==> src/rtl/stream_averager.sv <==
`default_nettype none
// ---------------------------------------------------------------------------
// stream_averager : block-averaging decimator, one mean per 2^LOG2_N samples
// Revision 1.0
// ---------------------------------------------------------------------------
module stream_averager #(
  parameter int DATA_WIDTH = 16,
  parameter int LOG2_N     = 2
) (
  input  logic                  clk,
  input  logic                  reset,
  input  logic [DATA_WIDTH-1:0] data_i_tdata,
  input  logic                  data_i_tvalid,
  output logic [DATA_WIDTH-1:0] data_o_tdata,
  output logic                  data_o_tvalid
);

  generate
    if (LOG2_N == 0) begin : g_register
      always_ff @(posedge clk) begin
        if (reset) begin
          data_o_tdata  <= '0;
          data_o_tvalid <= 1'b0;
        end else begin
          data_o_tvalid <= data_i_tvalid;
          if (data_i_tvalid) begin
            data_o_tdata <= data_i_tdata;
          end
        end
      end
    end else begin : g_block
      localparam int ACC_W = DATA_WIDTH + LOG2_N;

      logic        [LOG2_N-1:0]     cnt;
      logic signed [ACC_W-1:0]      acc;
      logic signed [DATA_WIDTH-1:0] sample;
      logic signed [ACC_W-1:0]      acc_sum;
      logic signed [DATA_WIDTH-1:0] mean;
      logic                         last;

      // Guard bits make acc_sum exact; the shifted mean always fits DATA_WIDTH.
      assign sample  = data_i_tdata;
      assign acc_sum = acc + ACC_W'(sample);
      assign mean    = DATA_WIDTH'(acc_sum >>> LOG2_N);
      assign last    = &cnt;

      always_ff @(posedge clk) begin
        if (reset) begin
          cnt           <= '0;
          acc           <= '0;
          data_o_tdata  <= '0;
          data_o_tvalid <= 1'b0;
        end else begin
          data_o_tvalid <= 1'b0;
          if (data_i_tvalid) begin
            if (last) begin
              data_o_tdata  <= mean;
              data_o_tvalid <= 1'b1;
              acc           <= '0;
              cnt           <= '0;
            end else begin
              acc <= acc_sum;
              cnt <= cnt + 1'b1;
            end
          end
        end
      end
    end
  endgenerate

endmodule
`default_nettype wire
==> config.mk <==
export PLATFORM = sky130hd
export DESIGN_NAME = stream_averager
export DESIGN_NICKNAME = d
export VERILOG_FILES = /design/src/rtl/stream_averager.sv
export SDC_FILE = /design/constraint.sdc
export NUM_CORES = 1
export LEC_CHECK = 0
export ABC_AREA = 1
export BUFFER_PORTS_ARGS = -buffer_cell sky130_fd_sc_hd__buf_2
export CAP_MARGIN = 20
export CORE_MARGIN = 2
export CORE_UTILIZATION = 45
export DETAILED_ROUTE_END_ITERATION = 10
export GPL_TIMING_DRIVEN = 0
export PLACE_DENSITY = 0.65
export SYNTH_ARGS = -nofsm -noshare
export SYNTH_HDL_FRONTEND = slang
export SYNTH_SLANG_ARGS = --single-unit
==> constraint.sdc <==
create_clock -name clk -period 2 [get_ports clk]
set_input_delay 0.4 -clock clk [delete_from_list [all_inputs] [get_ports clk]]
set_output_delay 0.4 -clock clk [all_outputs]
set_load 0.05 [all_outputs]
==> results_dict.tcl <==
set metrics [dict create \
    slew_headroom_pct 58.08 \
    end_kind "flip-flop" \
    grt_overflow 0 \
    ir_drop_mv 0.3773 \
    dp_hpwl_um 4276 \
    grt_pass1_wl_um 9018 \
    finalMaxSlewViolations 0 \
    drtPass1Iterations 5 \
    synthArstFlopShare_pct 0 \
    stdcell_area_um2 2829 \
    routed_wl_um 5575 \
    drive_gt1_share_pct 19.90 \
    r2r_setup_slack_ps 120 \
    rows 26 \
    ant_nets 0 \
    holdPathEnd "data_o_tvalid" \
    synthCells 369 \
    synth_cell_types 29 \
    finalCritPeriodShare_pct 93.99 \
    postLayoutCoreUtil_pct 54.69 \
    multi_input_area_um2 1471 \
    antenna_found_initial 0 \
    die_h_um 77.77 \
    cellLeakagePower_nw 1.525 \
    max_freq_ghz 0.5320 \
    drc 0 \
    cts_tree "done" \
    area_delta_synth_final_pct 15.53 \
    die_width_um 77.77 \
    synth_edf_count 0 \
    crit_top_cell "nand2_1" \
    fin_worst_skew_ps 7.417 \
    hp-start "data_i_tvalid" \
    finalHoldViolations 0 \
    ys_seq_area_share_pct 30.25 \
    required_ps 2200 \
    critPathMaxFanout 3 \
    numCtsBuffers 5 \
    clockBufferDepth 2 \
    startpoint "g_block.acc[0]" \
    antenna_cells 0 \
    hp-class "in2reg" \
    vias_per_cell 4.755 \
    fillers 540 \
    clock_sinks 37 \
    nets 449 \
    insertion_delay_ps 290 \
    setup_viol 0 \
    worst_pin_slew_ps 628.9 \
    cts_root_buf "clkbuf_8" \
    core-area_um2 5172 \
    start_kind "flip-flop" \
    synth_commonest_cells "nand2_1, inv_1, a21oi_1" \
    synth_warnings 0 \
    whs_ps 374.8 \
    arrival_ps 2080 \
    grt_max_degree 11 \
    r2r_end "data_o_tdata[12]" \
    syn-mean-instance-area_um2 6.636 \
    cap_violations 0 \
    cp_cell_sequence "ha_4 -> inv_1 -> fa_2 -> nand3b_1 -> nand2_2 -> nand2_1 -> nand2_2 -> nand3_2 -> nand2_1 -> nand2_1 -> nand2_1 -> nand2_1 -> nand2_1 -> inv_1" \
    synthFlopType "dfxtp_1" \
    worst_path_max_delay_cell "dfxtp_2" \
    start_util_pct 47.34 \
    finalPower_mw 2.012 \
    initialDrtViolationCount 100 \
    synth_top_area_share_pct 30.25 \
    seqCellArea_um2 742.0 \
    numPortBuffers 34 \
    reg2reg_from "g_block.acc[0]" \
    setup_slack_ps 120.2 \
    yosysMostFrequentCell "nand2_1" \
    ff2ff_path_depth 14 \
    die_area_um2 6047 \
    wire_per_inst_um 11.57 \
    grt_pass1_vias 2010 \
    synthesis.area_um2 2449 \
    gp_congestion 0.8651 \
    period_needed_ps 1880 \
    synth_area_leader_cell "dfxtp_1" \
    io-pin-count 36 \
    syn_nets 407 \
    vias 2292 \
    holdPathStages 3 \
    synth_area_leaders "dfxtp_1, nand2_1, ha_1" \
    critPathKind "reg2reg" \
    path_clk_slew_ps 70 \
    place_area_um2 2706 \
    status "complete, no violations" \
    dp_slack_ps -173.4 \
    synth-seq-cells 37 \
    power_density_nw_per_um2 711.3 \
    cts.htree.levels 2 \
    grt_use_total_pct 18.97 \
    slowest_delay_ps 350 \
]
[cell families (layout without fill, tap and decap cells)]
group	after synthesis	after routing	synth area share, %
buf+inv	71	114	11.04
compound gates	66	66	14.87
fa+ha+maj	19	19	10.02
flops	37	37	30.25
xor+xnor	8	8	2.862
simple gates	168	168	30.97
[registers in the layout (all words and copies together) (netlist names)]
| register | cells |
|---|---|
| g_block.acc | 18 |
| data_o_tdata | 16 |
| g_block.cnt | 2 |
| data_o_tvalid | 1 |
[routing by layer]
layer | GRT usage (%) | wire (µm)
met2 | 31.12 | 2526
met5 | 0 | 0
met1 | 24.77 | 2745
met4 | 5.893 | 77
met3 | 4.186 | 225
[how the worst max path moves through the flow]
stage | slack (ps) | depth (start not counted) | endpoint
floorplan | 140 | 14 | data_o_tdata[12]
global placement | -160 | 15 | data_o_tdata[12]
detailed placement | -170 | 15 | data_o_tdata[12]
CTS | 9 | 13 | g_block.acc[12]
global route | -30 | 14 | data_o_tdata[14]
finish | 120 | 14 | data_o_tdata[12]
[worst max-delay path, delay by kind of cell (launching register included)]
| kind | cells | cell delay [ps] |
|---|---|---|
| and+or+nand+nor | 10 | 870 |
| adders and majority gates | 2 | 490 |
| DFF | 1 | 350 |
| buffers and inverters | 2 | 80 |
[placed cells by master, fill, tap and decap left out]
master | netlist | final
nand2_1 | 115 | 113
inv_1 | 58 | 58
a21oi_1 | 44 | 43
buf_2 | 3 | 37
dfxtp_1 | 37 | 36
ha_1 | 18 | 17
nand2_2 | 11 | 13
nand3_1 | 15 | 13
nor2_1 | 12 | 12
o21ai_0 | 9 | 9
a21oi_2 | 7 | 8
clkbuf_1 | 4 | 7
xor2_1 | 6 | 6
inv_2 | 5 | 5
clkbuf_8 | 0 | 5
nand3b_1 | 4 | 4
nand3_2 | 2 | 4
o21ai_1 | 3 | 3
o21bai_1 | 2 | 2
nand4_1 | 2 | 2
nor2_4 | 2 | 2
xnor2_1 | 2 | 2
a21o_1 | 1 | 1
nor2_8 | 1 | 1
buf_1 | 1 | 1
nand3b_2 | 1 | 1
nor2_2 | 1 | 1
nor3_2 | 1 | 1
nor3_1 | 1 | 1
fa_2 | 0 | 1
ha_4 | 0 | 1
dfxtp_2 | 0 | 1
buf_4 | 0 | 1
[power breakdown]
part | leakage, nW | switching (mW) | internal (mW)
Sequential | 0.302 | 0.0287 | 0.791
Clock | 0.0395 | 0.265 | 0.248
Combinational | 1.18 | 0.435 | 0.244
[through the flow]
stage,TNS (ps),cells
6_report,0,482
5_1_grt,-63.55,482
4_1_cts,0,481
3_5_place_dp,-1174,473
3_3_place_gp,-950.2,473
2_1_floorplan,0,369
[cell type report]
class / count / share of cell area, %
clock buffers: 8 / 2.831
inverters: 63 / 8.359
multi-input cells: 261 / 52.01
repair buffers: 35 / 6.280
well taps: 70 / 3.096
plain buffers: 8 / 1.194
flip-flops and latches: 37 / 26.23
[repair_timing]
item,in CTS,in global routing
setup buffers,0,1
setup endpoints to repair,2,11
pin swaps,0,2
hold buffers,0,0
resized for setup,2,7
Power figures use the tool's default switching activity.
